## config.mk

```make
export PLATFORM = sky130hd
export DESIGN_NAME = tone_voice_mixer_flat
export DESIGN_NICKNAME = d
export VERILOG_FILES = /design/src/rtl/tone_voice_mixer_if.sv /design/src/rtl/tone_voice_mixer.sv /design/src/flat_wrapper.sv
export SDC_FILE = /design/constraint.sdc
export NUM_CORES = 1
export LEC_CHECK = 0
export CORE_ASPECT_RATIO = 1.75
export CORE_MARGIN = 5
export CORE_UTILIZATION = 50
export DETAILED_ROUTE_END_ITERATION = 7
export PLACE_DENSITY = 0.76
export SLEW_MARGIN = 0
export SYNTH_ARGS = -nofsm -noshare
export SYNTH_HDL_FRONTEND = slang
export SYNTH_SLANG_ARGS = --single-unit
```

## constraint.sdc

```tcl
create_clock -name CLOCK_50 -period 13.2 [get_ports CLOCK_50]
set_clock_uncertainty 0.2 [all_clocks]
set_input_delay 2.64 -clock CLOCK_50 [delete_from_list [all_inputs] [get_ports CLOCK_50]]
set_output_delay 2.64 -clock CLOCK_50 [all_outputs]
set_load 0.005 [all_outputs]
```

## src/rtl/tone_voice_mixer_if.sv

```systemverilog
// Audio_Controller FIFO handshake and sample buses as seen by the tone/voice mixer.
// The mixer uses the master view; the Audio_Controller side uses the slave view.
interface tone_voice_mixer_if #(
    parameter int SAMPLE_W = 32
);
    logic                audio_in_available;
    logic                audio_out_allowed;
    logic [SAMPLE_W-1:0] left_channel_audio_in;
    logic [SAMPLE_W-1:0] right_channel_audio_in;
    logic                read_audio_in;
    logic                write_audio_out;
    logic [SAMPLE_W-1:0] left_channel_audio_out;
    logic [SAMPLE_W-1:0] right_channel_audio_out;

    modport master (
        input  audio_in_available,
        input  audio_out_allowed,
        input  left_channel_audio_in,
        input  right_channel_audio_in,
        output read_audio_in,
        output write_audio_out,
        output left_channel_audio_out,
        output right_channel_audio_out
    );

    modport slave (
        output audio_in_available,
        output audio_out_allowed,
        output left_channel_audio_in,
        output right_channel_audio_in,
        input  read_audio_in,
        input  write_audio_out,
        input  left_channel_audio_out,
        input  right_channel_audio_out
    );
endinterface

```

## src/rtl/tone_voice_mixer.sv

```systemverilog
// N-voice square-wave synthesiser, saturating mixer with optional mic/line passthrough.
// Optional decaying release envelope is enabled with `define TONE_ENVELOPE_EN.
module tone_voice_mixer #(
    parameter int NUM_VOICES = 4,
    parameter int SAMPLE_W   = 32,
    parameter int DIV_W      = 19,
    parameter int AMP_W      = 16,
    parameter int DECAY_DIV  = 1024
) (
    input  logic                        CLOCK_50,
    input  logic                        reset,
    input  logic [NUM_VOICES-1:0]       voice_en,
    input  logic [NUM_VOICES*DIV_W-1:0] voice_half_period,
    input  logic [NUM_VOICES*AMP_W-1:0] voice_amp,
    input  logic                        mic_en,
    tone_voice_mixer_if.master          bus,
    output logic [4:0]                  active_voices
);
    localparam int ACC_W = SAMPLE_W + 5;
    localparam int IDX_W = (NUM_VOICES > 1) ? $clog2(NUM_VOICES) : 1;

    typedef enum logic [2:0] {
        S_IDLE  = 3'd0,
        S_SNAP  = 3'd1,
        S_ACCUM = 3'd2,
        S_SAT   = 3'd3,
        S_WRITE = 3'd4
    } state_t;

    state_t                  r_state;
    state_t                  w_next;
    logic                    w_fire;
    logic [IDX_W-1:0]        r_idx;
    logic signed [ACC_W-1:0] r_acc_l;
    logic signed [ACC_W-1:0] r_acc_r;
    logic [SAMPLE_W-1:0]     r_left;
    logic [SAMPLE_W-1:0]     r_right;
    logic [4:0]              r_active;
    logic [4:0]              w_active;
    logic [DIV_W-1:0]        w_hp      [NUM_VOICES];
    logic [DIV_W-1:0]        r_cnt     [NUM_VOICES];
    logic [AMP_W-1:0]        w_amp     [NUM_VOICES];
    logic [SAMPLE_W-1:0]     w_contrib [NUM_VOICES];
    logic [SAMPLE_W-1:0]     r_snap    [NUM_VOICES];
    logic [NUM_VOICES-1:0]   r_phase;
    logic [NUM_VOICES-1:0]   w_silent;

    function automatic logic signed [ACC_W-1:0] sext(input logic [SAMPLE_W-1:0] v);
        return {{5{v[SAMPLE_W-1]}}, v};
    endfunction

    function automatic logic [SAMPLE_W-1:0] clamp(input logic signed [ACC_W-1:0] a);
        logic signed [ACC_W-1:0] hi;
        logic signed [ACC_W-1:0] lo;
        hi = {{6{1'b0}}, {(SAMPLE_W-1){1'b1}}};
        lo = {{6{1'b1}}, {(SAMPLE_W-1){1'b0}}};
        if (a > hi) return hi[SAMPLE_W-1:0];
        else if (a < lo) return lo[SAMPLE_W-1:0];
        else return a[SAMPLE_W-1:0];
    endfunction

    // Amplitude is zero-extended first so the full unsigned range negates correctly.
    function automatic logic [SAMPLE_W-1:0] contrib(input logic silent, input logic phase,
                                                    input logic [AMP_W-1:0] amp);
        logic [SAMPLE_W-1:0] ext;
        ext = {{(SAMPLE_W-AMP_W){1'b0}}, amp};
        if (silent) return {SAMPLE_W{1'b0}};
        else if (phase) return ext;
        else return -ext;
    endfunction

    always_comb begin
        for (int i = 0; i < NUM_VOICES; i++) begin
            w_hp[i] = voice_half_period[i*DIV_W +: DIV_W];
        end
    end

`ifdef TONE_ENVELOPE_EN
    localparam int DEC_W = (DECAY_DIV > 1) ? $clog2(DECAY_DIV) : 1;

    logic [DEC_W-1:0] r_dcnt;
    logic [AMP_W-1:0] r_env [NUM_VOICES];
    logic             w_tick;

    assign w_tick = (r_dcnt == DEC_W'(DECAY_DIV - 1));

    // Envelope follows the amplitude while keyed, then decays on a shared prescaler tick.
    always_ff @(posedge CLOCK_50) begin
        if (reset) begin
            r_dcnt <= {DEC_W{1'b0}};
            for (int i = 0; i < NUM_VOICES; i++) r_env[i] <= {AMP_W{1'b0}};
        end else begin
            r_dcnt <= w_tick ? {DEC_W{1'b0}} : r_dcnt + DEC_W'(1);
            for (int i = 0; i < NUM_VOICES; i++) begin
                if (voice_en[i]) r_env[i] <= voice_amp[i*AMP_W +: AMP_W];
                else if (w_tick && (r_env[i] != {AMP_W{1'b0}})) r_env[i] <= r_env[i] - AMP_W'(1);
                else r_env[i] <= r_env[i];
            end
        end
    end

    always_comb begin
        w_silent = {NUM_VOICES{1'b0}};
        for (int i = 0; i < NUM_VOICES; i++) begin
            w_amp[i]    = r_env[i];
            w_silent[i] = (r_env[i] == {AMP_W{1'b0}}) || (w_hp[i] == {DIV_W{1'b0}});
        end
    end
`else
    always_comb begin
        w_silent = {NUM_VOICES{1'b0}};
        for (int i = 0; i < NUM_VOICES; i++) begin
            w_amp[i]    = voice_amp[i*AMP_W +: AMP_W];
            w_silent[i] = !voice_en[i] || (w_hp[i] == {DIV_W{1'b0}});
        end
    end
`endif

    always_comb begin
        w_active = 5'd0;
        for (int i = 0; i < NUM_VOICES; i++) begin
            w_contrib[i] = contrib(w_silent[i], r_phase[i], w_amp[i]);
            w_active     = w_active + {4'd0, !w_silent[i]};
        end
    end

    // A counter left above a shortened half-period wraps without toggling, so it never locks up.
    always_ff @(posedge CLOCK_50) begin
        if (reset) begin
            r_phase  <= {NUM_VOICES{1'b0}};
            r_active <= 5'd0;
            for (int i = 0; i < NUM_VOICES; i++) r_cnt[i] <= {DIV_W{1'b0}};
        end else begin
            r_active <= w_active;
            for (int i = 0; i < NUM_VOICES; i++) begin
                if (w_silent[i]) begin
                    r_cnt[i]   <= {DIV_W{1'b0}};
                    r_phase[i] <= 1'b0;
                end else if (r_cnt[i] == w_hp[i] - DIV_W'(1)) begin
                    r_cnt[i]   <= {DIV_W{1'b0}};
                    r_phase[i] <= !r_phase[i];
                end else if (r_cnt[i] >= w_hp[i]) begin
                    r_cnt[i]   <= {DIV_W{1'b0}};
                end else begin
                    r_cnt[i]   <= r_cnt[i] + DIV_W'(1);
                end
            end
        end
    end

    always_comb begin
        w_next = r_state;
        w_fire = 1'b0;
        case (r_state)
            S_IDLE:  w_next = (bus.audio_in_available && bus.audio_out_allowed) ? S_SNAP : S_IDLE;
            S_SNAP:  w_next = S_ACCUM;
            S_ACCUM: w_next = (r_idx == IDX_W'(NUM_VOICES - 1)) ? S_SAT : S_ACCUM;
            S_SAT:   w_next = S_WRITE;
            S_WRITE: begin
                if (bus.audio_in_available && bus.audio_out_allowed) begin
                    w_fire = 1'b1;
                    w_next = S_IDLE;
                end else begin
                    w_next = S_WRITE;
                end
            end
            default: w_next = S_IDLE;
        endcase
    end

    // Mixing works only on the snapshot, so voice phase changes mid-sample cannot leak in.
    always_ff @(posedge CLOCK_50) begin
        if (reset) begin
            r_state <= S_IDLE;
            r_idx   <= {IDX_W{1'b0}};
            r_acc_l <= {ACC_W{1'b0}};
            r_acc_r <= {ACC_W{1'b0}};
            r_left  <= {SAMPLE_W{1'b0}};
            r_right <= {SAMPLE_W{1'b0}};
            for (int i = 0; i < NUM_VOICES; i++) r_snap[i] <= {SAMPLE_W{1'b0}};
        end else begin
            r_state <= w_next;
            case (r_state)
                S_SNAP: begin
                    for (int i = 0; i < NUM_VOICES; i++) r_snap[i] <= w_contrib[i];
                    r_acc_l <= mic_en ? sext(bus.left_channel_audio_in)  : {ACC_W{1'b0}};
                    r_acc_r <= mic_en ? sext(bus.right_channel_audio_in) : {ACC_W{1'b0}};
                    r_idx   <= {IDX_W{1'b0}};
                end
                S_ACCUM: begin
                    r_acc_l <= r_acc_l + sext(r_snap[r_idx]);
                    r_acc_r <= r_acc_r + sext(r_snap[r_idx]);
                    r_idx   <= r_idx + IDX_W'(1);
                end
                S_SAT: begin
                    r_left  <= clamp(r_acc_l);
                    r_right <= clamp(r_acc_r);
                end
                default: begin
                    r_idx <= r_idx;
                end
            endcase
        end
    end

    assign bus.read_audio_in           = w_fire;
    assign bus.write_audio_out         = w_fire;
    assign bus.left_channel_audio_out  = r_left;
    assign bus.right_channel_audio_out = r_right;
    assign active_voices               = r_active;
endmodule
```

## src/flat_wrapper.sv

```systemverilog
// flat-port wrapper written by rule: the top's interface ports become plain ports
module tone_voice_mixer_flat 
#(
    parameter int NUM_VOICES = 4,
    parameter int SAMPLE_W   = 32,
    parameter int DIV_W      = 19,
    parameter int AMP_W      = 16,
    parameter int DECAY_DIV  = 1024
)
  (CLOCK_50, reset, voice_en, voice_half_period, voice_amp, mic_en, active_voices, bus_audio_in_available, bus_audio_out_allowed, bus_left_channel_audio_in, bus_right_channel_audio_in, bus_read_audio_in, bus_write_audio_out, bus_left_channel_audio_out, bus_right_channel_audio_out);
  tone_voice_mixer_if #(.SAMPLE_W(SAMPLE_W)) bus_i ();
  input  logic CLOCK_50;
  input  logic reset;
  input  logic [NUM_VOICES-1:0] voice_en;
  input  logic [NUM_VOICES*DIV_W-1:0] voice_half_period;
  input  logic [NUM_VOICES*AMP_W-1:0] voice_amp;
  input  logic mic_en;
  output logic [4:0] active_voices;
  input wire logic [$bits(bus_i.audio_in_available)-1:0] bus_audio_in_available;
  input wire logic [$bits(bus_i.audio_out_allowed)-1:0] bus_audio_out_allowed;
  input wire logic [$bits(bus_i.left_channel_audio_in)-1:0] bus_left_channel_audio_in;
  input wire logic [$bits(bus_i.right_channel_audio_in)-1:0] bus_right_channel_audio_in;
  output wire logic [$bits(bus_i.read_audio_in)-1:0] bus_read_audio_in;
  output wire logic [$bits(bus_i.write_audio_out)-1:0] bus_write_audio_out;
  output wire logic [$bits(bus_i.left_channel_audio_out)-1:0] bus_left_channel_audio_out;
  output wire logic [$bits(bus_i.right_channel_audio_out)-1:0] bus_right_channel_audio_out;
  assign bus_i.audio_in_available = bus_audio_in_available;
  assign bus_i.audio_out_allowed = bus_audio_out_allowed;
  assign bus_i.left_channel_audio_in = bus_left_channel_audio_in;
  assign bus_i.right_channel_audio_in = bus_right_channel_audio_in;
  assign bus_read_audio_in = bus_i.read_audio_in;
  assign bus_write_audio_out = bus_i.write_audio_out;
  assign bus_left_channel_audio_out = bus_i.left_channel_audio_out;
  assign bus_right_channel_audio_out = bus_i.right_channel_audio_out;
  tone_voice_mixer #(.NUM_VOICES(NUM_VOICES), .SAMPLE_W(SAMPLE_W), .DIV_W(DIV_W), .AMP_W(AMP_W), .DECAY_DIV(DECAY_DIV)) u_core (.CLOCK_50(CLOCK_50), .reset(reset), .voice_en(voice_en), .voice_half_period(voice_half_period), .voice_amp(voice_amp), .mic_en(mic_en), .bus(bus_i), .active_voices(active_voices));
endmodule
```

==> impl_metrics.json <==
{
  "r2r_slack_ps": 8510,
  "fp-row-count": 108,
  "p_leak_nw": 11.7,
  "synth.yosys.warnings": 0,
  "postCtsSetupRepairBufs": 0,
  "dp_hpwl_mm": 56.7,
  "grt.overflow.total": 0,
  "synth_most_common_cell": "nor2_1",
  "crit_fanout": 3,
  "cp_top_family": "buffers and inverters",
  "syn_area_um2": 24800,
  "setup_viol_count_final": 0,
  "io_pins": 284,
  "reg2reg_depth": 12,
  "hold_class": "reg2reg",
  "die_y_um": 305,
  "area_delta_synth_final_pct": 19.3,
  "critPathArrivalTime_ps": 3880,
  "maxCapViolCount": 0,
  "drive_gt1_frac": 0.0505,
  "die_w_um": 178,
  "ys_seq_area_frac": 0.365,
  "worstPathCellList": "clkdlybuf4s50_1, nand2_1, nor2_1, clkdlybuf4s50_1",
  "synth_top_flop_cell": "edfxtp_1",
  "cts_resized": 0,
  "crit_cells": 4,
  "crit_type": "in2out",
  "core_area_um2": 49300,
  "grt_usage": 0.266,
  "cp_slowest_cell": "clkdlybuf4s50_1",
  "drc": 0,
  "initial_core_util": 0.503,
  "postCtsHoldBufs": 0,
  "ys_ff_latch": 352,
  "fmax_mhz": 149,
  "root_buffer": "clkbuf_16",
  "htreeDepth": 2,
  "finalCriticalPeriod_ps": 6720,
  "numPlacedInstances": 3704,
  "pwr_density_cell_nw_per_um2": 96.4,
  "yosysTopAreaCell": "edfxtp_1",
  "wire_per_inst_um": 19.8,
  "routed_via_density": 6.04,
  "irDropWorstVdd_uv": 97.8,
  "rr_endpoint": "u_core.r_acc_l[34]",
  "crit_buf_inv": 2,
  "drt_iter0_markers": 1485,
  "synth_common_cells": "346 x nor2_1, 231 x a21oi_1, 200 x edfxtp_1",
  "min_period_over_period": 0.509,
  "place_congestion": 0.941,
  "cts_buffer_depth": 3,
  "hold_violations": 0,
  "fill_cells": 4246,
  "seqCellArea_um2": 9050,
  "cp.required_ps": 10360,
  "syn_avg_cell_area_um2": 8.82,
  "grt_pass1_vias": 23100,
  "cpMostUsedCell": "clkdlybuf4s50_1",
  "cts_tree": "done",
  "slowest_delay_ps": 530,
  "rsz0062_at_grt": "false",
  "cts.sinks": 352,
  "multi_input_area_um2": 15000,
  "antenna_found_initial": 3,
  "io_buffers": 281,
  "synth_cells": 2813,
  "antenna_cells": 0,
  "outcome": "completed",
  "synth_top_area_frac": 0.242,
  "layoutNonFillerInstCount": 3767,
  "endpoint": "bus_write_audio_out",
  "crit_path_end_kind": "primary output",
  "first_pass_iters": 7,
  "die-area_um2": 54400,
  "synth.distinct_cells": 84,
  "path_clk_slew_ps": 70,
  "synthArstFlopShare": 0,
  "grt_pass1_wl_mm": 118,
  "netlist_top_cells_area": "edfxtp_1 24%, dfxtp_1 12%, ha_1 8.4%, xnor2_1 5.9%, nor2_1 5.2%",
  "vias": 22800,
  "worstMarginPinSlew_ps": 1300,
  "cp-startpoint": "bus_audio_out_allowed",
  "ant_nets": 0,
  "start_kind": "input pin",
  "totalWireLength_mm": 74.4,
  "nets": 3465,
  "numCtsBuffers": 36,
  "final.setup.tns_ps": 0,
  "clk_latency_ps": 540,
  "final_max_slew_viol_count": 0,
  "max-slew-margin-rel": 0.130,
  "grt_max_degree": 94,
  "synth-edff-count": 200
}
cells in the final DEF, fill, tap and decap left out, drive strengths merged, types with 78 or more instances in the layout:
cell,instances
o21ai,135
dfxtp,152
conb,78
nand2,169
nand3,116
nor3,79
inv,135
xnor2,167
nor2,346
clkdlybuf4s50,279
xor2,101
ha,167
edfxtp,200
a21oi,231
how the worst min path moves through the flow:
stage                                  start            endpoint  depth (start not counted)
after global placement     u_core.r_phase[2]   u_core.r_phase[2]                          2
after CTS                  u_core.r_phase[2]   u_core.r_phase[2]                          2
after global routing       u_core.r_acc_r[7]   u_core.r_acc_r[7]                          2
after detailed placement   u_core.r_phase[2]   u_core.r_phase[2]                          2
after floorplan           u_core.r_acc_l[11]  u_core.r_acc_l[11]                          2
final                      u_core.r_phase[2]   u_core.r_phase[2]                          2
per-stage QoR:
step | total power [W] | hold WS, ps | instance area, µm² | util | worst slack, ps
finish | 0.00285 | 289 | 29600 | 0.600 | 6480
global route | 0.00298 | 335 | 29600 | 0.600 | 6410
CTS | 0.00287 | 288 | 29600 | 0.600 | 6470
detailed placement | 0.00183 | 278 | 28400 | 0.576 | 6480
global placement | 0.00181 | 288 | 28400 | 0.576 | 6480
floorplan | 0.00162 | 273 | 25100 | - | 6580
report_power, final:
| part | internal [W] | switching [W] | total, W |
|---|---|---|---|
| clock network | 0.000597 | 0.000443 | 0.00104 |
| registers | 0.00122 | 0.0000514 | 0.00127 |
| logic | 0.000240 | 0.000307 | 0.000547 |
final cells by class:
cell class              instances  area share
well taps                     660      0.0279
flip-flops and latches        352       0.306
clock buffers                  47      0.0351
multi-input cells            2245       0.507
clock inverters                16     0.00482
inverters                     133      0.0169
repair buffers                314       0.103
tightest hold or removal path, cell delays in order, from the launching register on:
cell,delay (ps)
dfxtp_1,340
nand3_1,70
nand2_1,40
per-layer routing:
layer / track usage / wire length [µm] / vias up
li1: - / - / 10900
met1: 0.291 / 27000 / 10900
met2: 0.480 / 38000 / 810
met3: 0.0471 / 4860 / 225
met4: 0.142 / 4580 / 4
met5: 0 / 21 / -
sequential cells by signal (all words and copies together), names as in the netlist, named ones only:
signal,cells
u_core.r_snap,124
u_core.r_cnt,76
u_core.r_acc_l,37
u_core.r_acc_r,37
u_core.bus.left_channel_audio_out,32
u_core.bus.right_channel_audio_out,32
u_core.r_phase,4
u_core.active_voices,3
u_core.r_state,3
u_core.r_idx,2
kinds of logic after synthesis:
kind of cell	after synthesis	synth area share
AOI/OAI and AO/OA	705	0.182
xor gates and xnor gates	268	0.0946
buffers and inverters	292	0.0457
adders and majority gates	170	0.0866
muxes	49	0.0355
other	2	0.000303
and+or+nand+nor	975	0.190
DFF	352	0.365
Power figures use the tool's default switching activity.
